`src/rtl/asip_pkg.sv`:
```
// Shared widths and the writeback-stage state encoding for the ASIP datapath.
package asip_pkg;
    localparam int DATA_W = 32;
    localparam int LANES  = 4;
    localparam int VEC_W  = LANES * DATA_W;
    localparam int ADDR_W = 32;
    localparam int REG_W  = 4;
    localparam int BEAT_W = $clog2(LANES);

    typedef enum logic [1:0] {
        IDLE   = 2'd0,
        ACCESS = 2'd1,
        DONE   = 2'd2
    } mws_state_t;
endpackage

```
`src/rtl/vec_lane_packer.sv`:
```
// Beat counter plus lane select: extracts the store lane for the current beat
// and inserts returned read data into the matching lane of the load buffer.
module vec_lane_packer
    import asip_pkg::*;
(
    input  logic              clk,
    input  logic              rst,
    input  logic              start,
    input  logic              adv,
    input  logic              vf,
    input  logic [VEC_W-1:0]  sdata,
    input  logic [VEC_W-1:0]  rbuf,
    input  logic [DATA_W-1:0] rdata,
    output logic [BEAT_W-1:0] beat,
    output logic [DATA_W-1:0] wdata,
    output logic [VEC_W-1:0]  rbuf_next,
    output logic              last_beat
);
    always_ff @(posedge clk or negedge rst) begin
        if (!rst) begin
            beat <= '0;
        end else if (start) begin
            beat <= '0;
        end else if (adv) begin
            beat <= beat + 1'b1;
        end
    end

    assign wdata = sdata[beat*DATA_W +: DATA_W];

    always_comb begin
        rbuf_next = rbuf;
        rbuf_next[beat*DATA_W +: DATA_W] = rdata;
    end

    // Scalar accesses never advance past beat 0, so every beat is the last.
    assign last_beat = vf ? (beat == BEAT_W'(LANES - 1)) : 1'b1;
endmodule

```
`src/rtl/mem_writeback_stage.sv`:
```
// Memory/writeback stage: ALU pass-through or scalar/vector memory access over a
// single-word req/ack port, then a one-cycle writeback pulse to the register files.
// Handshake: upstream result is taken when in_valid && in_ready; memory beat
// completes when mem_req && mem_ack, with request fields held stable until then.
module mem_writeback_stage
    import asip_pkg::*;
(
    input  logic              clk,
    input  logic              rst,
    input  logic              in_valid,
    output logic              in_ready,
    input  logic              VF_in,
    input  logic              MemRead,
    input  logic              MemWrite,
    input  logic              WBEn_in,
    input  logic [REG_W-1:0]  R_V_dest_in,
    input  logic [VEC_W-1:0]  ALURES_in,
    input  logic [VEC_W-1:0]  StoreData,
    output logic              mem_req,
    output logic              mem_we,
    output logic [ADDR_W-1:0] mem_addr,
    output logic [DATA_W-1:0] mem_wdata,
    input  logic              mem_ack,
    input  logic [DATA_W-1:0] mem_rdata,
    output logic              wb_valid,
    output logic              WBEn3,
    output logic              VF3,
    output logic [REG_W-1:0]  R_V_dest3,
    output logic [VEC_W-1:0]  ResRV,
    output mws_state_t        state_dbg
);
    mws_state_t        state;
    logic              vf_q, load_q, store_q, wben_q;
    logic [REG_W-1:0]  dest_q;
    logic [ADDR_W-1:0] base_q;
    logic [VEC_W-1:0]  sdata_q, rbuf_q, rbuf_next;
    logic [BEAT_W-1:0] beat;
    logic [DATA_W-1:0] lane_wdata;
    logic              last_beat, is_mem, start;

    assign is_mem    = MemRead | MemWrite;
    assign start     = (state == IDLE) & in_valid & is_mem;
    assign in_ready  = (state == IDLE);
    assign mem_req   = (state == ACCESS);
    assign mem_we    = mem_req & store_q;
    assign mem_addr  = mem_req ? base_q + ADDR_W'({beat, 2'b00}) : '0;
    assign mem_wdata = mem_we ? lane_wdata : '0;
    assign state_dbg = state;

    vec_lane_packer u_packer (
        .clk       (clk),
        .rst       (rst),
        .start     (start),
        .adv       (mem_req & mem_ack),
        .vf        (vf_q),
        .sdata     (sdata_q),
        .rbuf      (rbuf_q),
        .rdata     (mem_rdata),
        .beat      (beat),
        .wdata     (lane_wdata),
        .rbuf_next (rbuf_next),
        .last_beat (last_beat)
    );

    always_ff @(posedge clk or negedge rst) begin
        if (!rst) begin
            state     <= IDLE;
            vf_q      <= 1'b0;
            load_q    <= 1'b0;
            store_q   <= 1'b0;
            wben_q    <= 1'b0;
            dest_q    <= '0;
            base_q    <= '0;
            sdata_q   <= '0;
            rbuf_q    <= '0;
            wb_valid  <= 1'b0;
            WBEn3     <= 1'b0;
            VF3       <= 1'b0;
            R_V_dest3 <= '0;
            ResRV     <= '0;
        end else begin
            wb_valid <= 1'b0;
            WBEn3    <= 1'b0;
            case (state)
                IDLE: begin
                    if (in_valid && is_mem) begin
                        vf_q    <= VF_in;
                        load_q  <= MemRead;
                        // A request flagged as both load and store behaves as a load.
                        store_q <= MemWrite & ~MemRead;
                        wben_q  <= WBEn_in;
                        dest_q  <= R_V_dest_in;
                        base_q  <= ALURES_in[ADDR_W-1:0];
                        sdata_q <= StoreData;
                        rbuf_q  <= '0;
                        state   <= ACCESS;
                    end else if (in_valid) begin
                        wb_valid  <= 1'b1;
                        WBEn3     <= WBEn_in;
                        VF3       <= VF_in;
                        R_V_dest3 <= R_V_dest_in;
                        ResRV     <= ALURES_in;
                    end
                end
                ACCESS: begin
                    if (mem_ack) begin
                        if (load_q) rbuf_q <= rbuf_next;
                        if (last_beat) begin
                            state     <= DONE;
                            wb_valid  <= 1'b1;
                            WBEn3     <= wben_q & load_q;
                            VF3       <= vf_q;
                            R_V_dest3 <= dest_q;
                            ResRV     <= load_q ? rbuf_next : '0;
                        end
                    end
                end
                DONE:    state <= IDLE;
                default: state <= IDLE;
            endcase
        end
    end
endmodule

```
`config.mk`:
```
export PLATFORM = sky130hd
export DESIGN_NAME = mem_writeback_stage
export DESIGN_NICKNAME = d
export VERILOG_FILES = /design/src/rtl/asip_pkg.sv /design/src/rtl/vec_lane_packer.sv /design/src/rtl/mem_writeback_stage.sv
export SDC_FILE = /design/constraint.sdc
export NUM_CORES = 1
export LEC_CHECK = 0
export CAP_MARGIN = 5
export CORE_AREA = 2 2 207 209
export DETAILED_ROUTE_END_ITERATION = 16
export DIE_AREA = 0 0 209 211
export PLACE_DENSITY = 0.83
export SLEW_MARGIN = 40
export SYNTH_ARGS = -nofsm -noshare
export SYNTH_HDL_FRONTEND = slang
export SYNTH_SLANG_ARGS = --single-unit
```
`constraint.sdc`:
```
create_clock -name clk -period 3.65 [get_ports clk]
set_clock_uncertainty 0.05 [all_clocks]
set_input_delay 0.73 -clock clk [delete_from_list [all_inputs] [get_ports clk]]
set_output_delay 0.73 -clock clk [all_outputs]
set_load 0.05 [all_outputs]
```
After elaboration in Yosys (flattened, before gate mapping)
Cells that the tools add are included.
{"block": "op_classes", "shifts": 3, "n_bitwise": 8, "n_reduce_logical": 8, "mux": 40, "eq_ne": 8, "add_sub_neg": 3}
{"operator": "128-bit 2-to-1 mux", "count": 8}
{"operator": "128-bit one-hot mux with 2 select lines", "count": 2}
{"operator": "128-bit bitwise mux", "count": 1}
{"operator": "32-bit by 34-bit variable shift with 128-bit output (first input constant)", "count": 1}
{"operator": "128-bit by 8-bit indexed part select with 32-bit output", "count": 1}
{"operator": "32-bit by 34-bit indexed part select with 128-bit output", "count": 1}
{"operator": "32-bit 2-to-1 mux", "count": 2}
{"operator": "7-bit negation with 34-bit output", "count": 1}
{"operator": "32-bit by 4-bit adder with 32-bit output", "count": 1}
{"operator": "4-bit 2-to-1 mux", "count": 4}
{"operator": "1-bit 2-to-1 mux", "count": 13}
{"operator": "2-bit 2-to-1 mux", "count": 5}
{"operator": "2-bit by 1-bit inequality test with 1-bit output (second input constant)", "count": 4}
{"operator": "4-bit one-hot mux with 2 select lines", "count": 1}
{"operator": "1-bit bitwise AND", "count": 6}
{"operator": "1-bit one-hot mux with 2 select lines", "count": 3}
{"operator": "5-bit AND reduction", "count": 1}
{"operator": "2-bit inequality test (second input constant)", "count": 2}
{"operator": "2-bit one-hot mux with 2 select lines", "count": 1}
{"operator": "4-bit AND reduction", "count": 1}
{"operator": "2-bit nonzero test", "count": 2}
{"operator": "3-bit AND reduction", "count": 1}
{"operator": "2-bit by 1-bit adder with 2-bit output (second input constant)", "count": 1}
{"operator": "2-bit by 1-bit == test with 1-bit output (second input constant)", "count": 1}
{"operator": "6 further kinds", "count": 6}
{"block": "totals", "elab_cells": 85, "ff_bits": 435, "output_inout_bits": 204, "inputBits": 300}

Logic depth before layout (Yosys ltp)
Gate-level depths: netlist (run 1).
{"block": "depth", "word_depth": 7, "ltp_mapped": 10, "mapped_depth_nobuf": 6}

Hierarchy
Synthesis (run 1) repeated with hierarchy kept, for this count alone.
{"block": "unflattened", "cells_unflattened": 2107, "hier_area_um2": 21879.7}
{"module": "mem_writeback_stage", "seq_area_each_um2": 10835.4, "instances": 1, "cells_per_inst": 1743, "area_per_inst_um2": 18491.5}
{"module": "vec_lane_packer", "seq_area_each_um2": 50.0, "instances": 1, "cells_per_inst": 364, "area_per_inst_um2": 3388.2}

Least setup slack after synthesis (run 1)
Ideal clock, no wire load.
{"block": "synth_path", "path_kind": "flip-flop to output port", "startpoint": "reg u_packer.beat[0]", "endpoint": "out mem_addr[28]", "t_arrival_ns": 3.309, "path_stages_with_launch": 7, "t_required_ns": 2.870, "n_path_buf": 1, "path_slack_ns": -0.439, "path_cell_list": "dfrtp_1 > ha_1 > fa_1 > nand4_1 > or4_1 > buf_2 > o41ai_1"}
{"block": "synth_between", "elab_chain_len": 2}
{"element": "start, declared", "line": "vec_lane_packer.sv:14", "text": "output logic [BEAT_W-1:0] beat,"}
{"element": "start signal, assigned", "line": "vec_lane_packer.sv:25", "text": "beat <= beat + 1'b1;"}
{"element": "32-bit by 4-bit adder with 32-bit output", "line": "mem_writeback_stage.sv:46", "text": "assign mem_addr = mem_req ? base_q + ADDR_W'({beat, 2'b00}) : '0;"}
{"element": "32-bit 2-to-1 mux", "line": "mem_writeback_stage.sv:46"}
{"element": "end, declared", "line": "mem_writeback_stage.sv:21", "text": "output logic [ADDR_W-1:0] mem_addr,"}
Every way passes these cells.

Final worst setup path (run 1)
{"block": "layout_path", "startpoint": "reg base_q[3]", "endpoint": "out mem_addr[31]"}
{"block": "layout_between", "elab_chain_len": 2}
{"element": "start, declared", "line": "mem_writeback_stage.sv:35", "text": "logic [ADDR_W-1:0] base_q;"}
{"element": "start signal, assigned", "line": "mem_writeback_stage.sv:93", "text": "base_q <= ALURES_in[ADDR_W-1:0];"}
{"element": "32-bit by 4-bit adder with 32-bit output", "line": "mem_writeback_stage.sv:46"}
{"element": "32-bit 2-to-1 mux", "line": "mem_writeback_stage.sv:46"}
Every way passes these cells.

==> results of run 1 <==
-- cells in the mapped netlist, drive strengths merged (2+ instances only) --
cell type / number / area share (%)
nor3: 3 / 0.071
nor2b: 128 / 3.8
and2: 6 / 0.18
buf: 57 / 1.7
nand4: 13 / 0.44
dfrtp: 435 / 51
a21oi: 144 / 3.4
or3: 7 / 0.21
mux2i: 6 / 0.28
nand2b: 5 / 0.15
ha: 8 / 0.47
nor2: 17 / 0.30
mux2: 161 / 8.6
mux4: 32 / 3.4
xor2: 6 / 0.25
o41ai: 131 / 5.4
inv: 10 / 0.18
clkbuf: 142 / 2.5
or4: 7 / 0.27
and3: 33 / 0.97
nand3: 12 / 0.28
o21ai: 274 / 6.5
xnor2: 8 / 0.33
and4: 4 / 0.17
nor4: 2 / 0.059
nand2: 151 / 2.7
nor4bb: 2 / 0.094
nor3b: 2 / 0.071
o311ai: 3 / 0.12
a2bb2oi: 128 / 5.3
o31ai: 5 / 0.18
-- through the flow --
step | cell area (um2) | TNS [ns] | cells | total power, mW | worst slack [ns]
after CTS | 28940 | 0 | 2936 | 26.87 | 0.006866
after floorplan | 21210 | -0.8789 | 1950 | 16.76 | -0.4394
after detailed placement | 27300 | 0 | 2849 | 21.91 | 0.2528
after global placement | 27290 | 0 | 2849 | 21.44 | 0.3983
after global routing | 29040 | -0.05916 | 2942 | 28.10 | -0.04969
final | 29050 | 0 | 2944 | 26.87 | 0.01724
-- power by group through the flow --
stage	sequential, mW	combinational, mW	clock (mW)
floorplan	10.1	6.62	0
global placement	7.84	13.6	0
detailed placement	7.99	13.9	0
CTS	7.95	14.1	4.87
global route	8.21	14.8	5.07
finish	8.00	14.1	4.80
-- repair_timing --
action,CTS,global route
hold buffers,0,1
gates resized for setup,16,11
gates cloned,1,0
pin swaps,4,6
setup endpoints to repair,20,18
buffers inserted,2,2
hold endpoints to repair,0,4
-- how the worst max path moves through the flow --
stage                      from           end  slack [ns]  cells after the start
6_report              base_q[3]  mem_addr[31]        0.02                      6
5_1_grt               base_q[3]  mem_addr[31]       -0.05                      6
4_1_cts               base_q[2]  mem_addr[18]       0.007                      7
3_5_place_dp   u_packer.beat[0]  mem_addr[30]        0.25                      6
3_3_place_gp   u_packer.beat[0]  mem_addr[20]        0.40                      7
2_1_floorplan  u_packer.beat[0]  mem_addr[28]       -0.44                      6
-- area by class of cell --
class                      instances  area, um2  share of cell area, %
antenna                            4      10.01                0.03446
clock buffer                      73       1466                  5.049
multi-input combinational       1306       9558                  32.91
inverter                          10      40.04                 0.1378
sequential                       435      10890                  37.50
tap                              539      674.4                  2.322
timing repair buffer             566       6317                  21.75
clock inverter                    11      87.58                 0.3015
-- worst max-delay path, delay by kind of cell, from the launching register on --
kind                     cells  cell delay (ns)
buffers and inverters        1             0.16
adder cells (fa/ha/maj)      1             0.33
flip-flops                   1             0.43
AO/OA/AOI/OAI                2             0.32
AND/OR/NAND/NOR              2             1.04
-- cells by family after synthesis --
kind of cell    synth area share, %
compound gates                21.06
flops                         51.35
simple gates                  9.798
buf+inv                       4.409
mux                           12.24
xor+xnor                     0.5785
fa+ha+maj                    0.5667
-- registers in the layout (all words and copies together) (netlist names), 2 cells and up --
signal / cells
ResRV: 128
u_packer.beat: 2
base_q: 32
state_dbg: 2
rbuf_q: 128
dest_q: 4
R_V_dest3: 4
sdata_q: 128
-- layer usage --
metal  global-route usage, %  vias to the layer above  share of wire (%)
li1                        -                     8058                  -
met1                   40.12                     8900                 37
met2                   52.24                     1054                 47
met3                   9.292                      207                 10
met4                   15.96                        2                5.0
met5                       0                        -              0.018
==> results.md, run 1 <==
* Syn avg cell area at 10.87 um2
* PortBufs at 503
* Mapped Cells at 1950
* Worst r2r path cells at 7
* Layout cells sized above 1 at 17.53%
* DR vias/cell at 6.189
* Vias in the first global route at 18294
* Detailed-route DRC error count at 0
* Worst-Margin Slew at 0.8545 ns
* Part of the power in registers at 29.8%
* CP max stage delay at 0.52 ns
* Core Region at 41760 um2
* Row cnt at 75
* Final Setup Violations at 0
* H-tree levels at 2
* CTS clk-pin slew, worst paths at 0.06 ns
* Most used cell, CP: or4_4
* NetSw at 11.78 mW
* Outcome: complete, no violations
* Reg2reg end: ResRV[53]
* Rel. slew slack at 43.03%
* Ys Warns at 0
* I/O Pins at 504
* Synthesized cell area at 21200 um2
* Worst skew pair latency at 0.58 ns
* Max VDD drop at 0.5846 mV
* FMAX at 275.3 MHz
* Hold Path Depth at 2
* Die width at 209 um
* Drt first-iter violations at 1944
* Drt first pass iters at 6
* R2R Setup Slk at 0.50 ns
* Endpoints failing hold at 0
* Net Count, Synth at 2259
* Commonest non-fill, non-tap cell in the layout: clkdlybuf4s50_1
* Die area at 44100 um2
* DP Wirelength at 48770 um
* Largest net degree at the start of global routing at 135
* Worst EP required at 2.87 ns
* Antenna-violating nets left at 0
* Critical Path AT at 2.85 ns
* Synth Register Bits at 435
* DR vias at 18221
* Main synth FF type: dfrtp_1
* Post-DR wirelength/cell at 24.35 um
* Sequential-to-total area share from yosys stat at 51.35%
* Crit share post-route at 99.53%
* Internal Power at 15.10 mW
* Worst Setup Path Type: reg2out
* Clock power share at 17.9%
* Crit path max fanout at 12
* Max_cap viols at 0
* CTS tree: done
* Post-synth EDFFs at 0
* Final #Nets at 2675
* Min-delay src: ResRV[69]
* Slew Limit Fails at 0
* Remaining global-route overflow at 0
* Crit-path cells: ha_1 > a21oi_1 > or4_4 > or4_4 > a21oi_2 > buf_12
* Leak at 11.99 nW
* Fraction of registers with async set/reset at 100.0%
* RSZ-0062 raised after global routing: yes
* Number of different library cells in the post-synthesis netlist at 47
* Clk sinks at 435
* Power Density at 925.2 nW/um2
* Total Routed Length at 71680 um
* Final core utilization at 69.56%
* Hold endpoint: ResRV[69]
* Initial antenna violation count at 5
* Starting Density at 50.76%
* Element type at the critical path end: output pin
* Final critical-path required period at 3.633 ns
* Die H at 211 um
* Root buffer cell: clkbuf_16
* Slowest CP cell: or4_4
* Area grow syn2layout at 37.02%
* Switching share of power at 43.82%
* Global placement routability congestion at 0.8943
* Worst r2r src: state_dbg[0]
* Leading cell types in the layout, fill and taps excluded: clkdlybuf4s50_1 (442), dfrtp_1 (432), o21ai_0 (272)
* Buffer depth of the longest clock path at 3
* Hold slack final at 0.4311 ns
* Fillers at 2826
* CTS buffer count at 47
* Combinational fraction of design power at 52.4%
* Hold WC Path Type: reg2reg
* First-pass GRT wire length at 108700 um
* Gr usage total at 32.36%
* Startpoint types: register
(Power assumes the default switching activity.)
==> run 2, diff against run 1 <==
SETUP_SLACK_MARGIN = 0.15   (was not set)
==> results.md, run 2 (synthesized netlist as in run 1, its figures left out) <==
* Gr usage total at 32.81%
* Root buffer cell: clkbuf_16
* Element type at the critical path end: output pin
* Crit path max fanout at 5
* Post-DR wirelength/cell at 24.82 um
* CTS tree: done
* Drt first-iter violations at 1801
* Slew Limit Fails at 0
* Global placement routability congestion at 0.8917
* CTS clk-pin slew, worst paths at 0.06 ns
* Max_cap viols at 0
* CTS buffer count at 46
* Final Setup Violations at 0
* Final critical-path required period at 3.592 ns
* Power Density at 930.7 nW/um2
* Wl on met1 at 27000 um
* Worst r2r path cells at 6
* Critical Path AT at 2.81 ns
* Switching share of power at 44.06%
* Worst Setup Path Type: reg2out
* Initial antenna violation count at 2
* Layout cells sized above 1 at 17.52%
* DR vias/cell at 6.299
* I/O Pins at 504
* Worst skew pair latency at 0.57 ns
* Clk sinks at 435
* Startpoint types: register
* Area grow syn2layout at 36.48%
* DR vias at 18469
* Top routing layer in use: met4
* Hold WC Path Type: in2async
* Final #Nets at 2668
* Antenna-violating nets left at 0
* Worst-Margin Slew at 0.7904 ns
* Clock power share at 17.9%
* Row cnt at 75
* DP Wirelength at 48390 um
* Max VDD drop at 0.5890 mV
* Worst EP required at 2.87 ns
* Part of the power in registers at 29.6%
* First-pass GRT wire length at 110600 um
* Die H at 211 um
* Crit share post-route at 98.42%
* Total Routed Length at 72780 um
* RSZ-0062 raised after global routing: yes
* Vias in the first global route at 18513
* Fin Setup TNS at 0 ns
* Detailed-route DRC error count at 0
* Die width at 209 um
* Metal3 WL at 7534 um
* H-tree levels at 2
* Endpoints failing hold at 0
* Core Region at 41760 um2
* Rel. slew slack at 47.31%
* Remaining global-route overflow at 0
* Commonest non-fill, non-tap cell in the layout: clkdlybuf4s50_1
* Internal Power at 15.06 mW
* Die area at 44100 um2
* Drt first pass iters at 5
* Placed inst area at 27140 um2
* FMAX at 278.4 MHz
* NetSw at 11.86 mW
* Largest net degree at the start of global routing at 161
* Met2 wire length at 34760 um
* Outcome: complete, no violations
* Combinational fraction of design power at 52.5%
* Final core utilization at 69.28%
* R2R Setup Slk at 0.49 ns
* PortBufs at 503
* Buffer depth of the longest clock path at 3
* Reg2reg end: ResRV[117]
* Top flop regs: ResRV: 128 flops, rbuf_q: 128 flops, sdata_q: 128 flops
* Leading cell types in the layout, fill and taps excluded: clkdlybuf4s50_1 (438), dfrtp_1 (430), o21ai_0 (272)
* Worst r2r src: state_dbg[0]
* Design area at 28930 um2
* Leak at 11.93 nW
* Starting Density at 50.76%
## run 2: power groups by stage
stage                     Combinational [mW]  Sequential, mW  Clock (mW)
after floorplan                         6.63            10.1           0
after global placement                  13.5            7.82           0
after detailed placement                13.9            7.96           0
after CTS                               14.1            7.93        4.86
after global routing                    14.9            8.17        5.06
final                                   14.1            7.98        4.81
## run 2: worst max-delay path by stage
stage	cells past startpoint	end	slack (ns)	from
after floorplan	6	mem_addr[28]	-0.44	u_packer.beat[0]
after global placement	6	mem_addr[28]	0.38	u_packer.beat[0]
after detailed placement	6	mem_addr[28]	0.31	u_packer.beat[0]
after CTS	7	mem_addr[20]	0.09	base_q[2]
after global routing	6	mem_addr[23]	0.007	base_q[3]
final	5	mem_addr[29]	0.06	base_q[11]
## run 2: worst max-delay path: stages, from the launching register on
cell	delay, ns
dfrtp_1	0.41
nand4_1	0.26
or4_2	0.84
o311ai_1	0.37
o41ai_2	0.18
buf_12	0.18
## run 2: layout make-up
cell class                 count  area [um2]
antenna                        1       2.502
clock buffer                  70        1435
clock inverter                11       112.6
fill                        2831       12830
inverter                      10       40.04
multi-input combinational   1307        9598
sequential                   435       10890
tap                          539       674.4
timing repair buffer         559        6175
## run 2: stage by stage
| step | total power, mW | setup slack, ns | instances | hold WS, ns |
|---|---|---|---|---|
| floorplan | 16.77 | -0.4394 | 1950 | 0.3844 |
| global placement | 21.32 | 0.3826 | 2834 | 0.4111 |
| detailed placement | 21.83 | 0.3133 | 2836 | 0.4197 |
| CTS | 26.86 | 0.08521 | 2928 | 0.1540 |
| global route | 28.09 | 0.007273 | 2931 | 0.1503 |
| finish | 26.93 | 0.05769 | 2932 | 0.1073 |
## run 2: repair_timing
| item | CTS | global route |
|---|---|---|
| pin swaps | 12 | 2 |
| hold buffers | 0 | 0 |
| setup buffers | 9 | 3 |
| hold endpoints to repair | 0 | 0 |
| setup endpoints to repair | 42 | 33 |
| resized for setup | 25 | 7 |
| cloned | 2 | 0 |
## run 2: metal layers
metal	up-vias	global-route usage, %
met5	-	0
met4	0	15.71
met3	196	9.560
met2	1019	53.25
met1	9196	40.55
li1	8058	-
==> RTL edit (config.mk and constraints of run 1) <==
Set the package constant `REG_W` to 6 (it was 4).
--- a/src/rtl/asip_pkg.sv
+++ b/src/rtl/asip_pkg.sv
@@ -4,7 +4,7 @@
     localparam int LANES  = 4;
     localparam int VEC_W  = LANES * DATA_W;
     localparam int ADDR_W = 32;
-    localparam int REG_W  = 4;
+    localparam int REG_W  = 6;
     localparam int BEAT_W = $clog2(LANES);
 
     typedef enum logic [1:0] {
Ports: changed (resized R_V_dest3 and R_V_dest_in); port bits go from 504 to 508. The function was not compared with the original's and may differ.
==> RTL edit against run 1 <==
Power rose by 1.7%; count of clock-buffer cells in the layout fell by 2; hold slack worse by 0.33 ns; setup slack better by 0.040 ns; non-clock buffer count shrank 6; final area is 1.5% lower; routed wire length shrank 0.55%; area after synthesis up 0.17%; clock power hardly changed; sequential cell count grew 4; die area unchanged; highest routed layer unchanged.
==> RTL edit: results (changes against run 1) <==
Parameter                              Value

Outcome
  Outcome ... completed

Placement
  Hpwl dp ... 47900 um (-1.9%)

Synth
  Synth Area in Adders ... 0.566% (-0.00097 points)
  Synth unique cells ... 43 (-8.5%)
  Synth Net Count ... 2276 (+0.75%)
  Synth top cells by count ... sky130_fd_sc_hd__dfrtp_1, sky130_fd_sc_hd__a21oi_1, sky130_fd_sc_hd__mux2_2, sky130_fd_sc_hd__clkbuf_1, sky130_fd_sc_hd__nor2_1
  Share of synthesized area spent on multiplexers ... 12.3% (+0.10 points)
  Sequential element share of the synthesized area ... 51.7% (+0.38 points)
  Fraction of the mapped netlist area in compound gates ... 21.0% (-0.036 points)
  Avg Inst Size Synth ... 10.8 um^2 (-0.59%)
  Top post-synthesis cells by area ... sky130_fd_sc_hd__dfrtp_1, sky130_fd_sc_hd__mux2_2, sky130_fd_sc_hd__a21oi_1

Global routing
  First-pass GRT wire length ... 109000 um (about the same)
  Antenna violations before repair ... 6 (+1)

Worst setup path
  CP Max Fanout ... 8 (-4)
  Origin of the worst setup path ... base_q[24]
  Crit path to ... mem_addr[30]
  Startpoint of the worst register-to-register path ... u_packer.beat[1]
  Critical path's largest stage delay ... 0.58 ns (+0.06 ns)
  Worst-case register-to-register setup slack ... 0.66 ns (+0.16 ns)

Worst hold path
  Min-Delay Path Class ... in -> async

Final layout
  Layout Nets ... 2684 (+0.34%)
  Post-layout instance count excluding filler cells ... 2949 (+0.17%)
  Share of layout cells above drive strength 1 ... 17.6% (+0.047 points)

Timing
  Headroom to the max-slew limit ... 45.1% (+2.1 points)
  Worst Hold Slack ... 0.0969 ns (-0.334 ns)

Drt
  Wirelength per Cell ... 24.2 um (-0.71%)
  Pre-antenna DRT Iters ... 8 (+2)
  DR vias ... 18442 (+1.2%)

Power
  Max VDD drop ... 583 uV (-0.26%)
[RTL edit: timing repair]
item	4_1_cts	5_1_grt
setup buffers	0	3
endpoints found under the setup margin	11	10
resized for setup	19	10
endpoints found under the hold margin	0	0
pin swaps	1	3
[RTL edit: layout make-up]
class / instances / area [um^2]
multi-input cells: 1318 / 9630
diodes: 4 / 10.0
fillers: 2924 / 13100
clock inverters: 11 / 134
repair buffers: 560 / 5730
flip-flops and latches: 439 / 11000
inverters: 7 / 26.3
well taps: 539 / 674
clock buffers: 71 / 1410
[RTL edit: power breakdown]
group / total, W / internal [W] / switching (W)
logic: 0.0144 / 0.00542 / 0.00897
clock network: 0.00480 / 0.00280 / 0.00200
registers: 0.00815 / 0.00684 / 0.00131
total: 0.0273 / 0.0151 / 0.0123
[RTL edit: routing by layer]
| layer | global-route usage, % | routed length (um) |
|---|---|---|
| met1 | 39.6 | 26600 |
| met4 | 19.1 | 4490 |
| met5 | 0 | 39 |
| met3 | 8.01 | 5970 |
| met2 | 50.9 | 34200 |
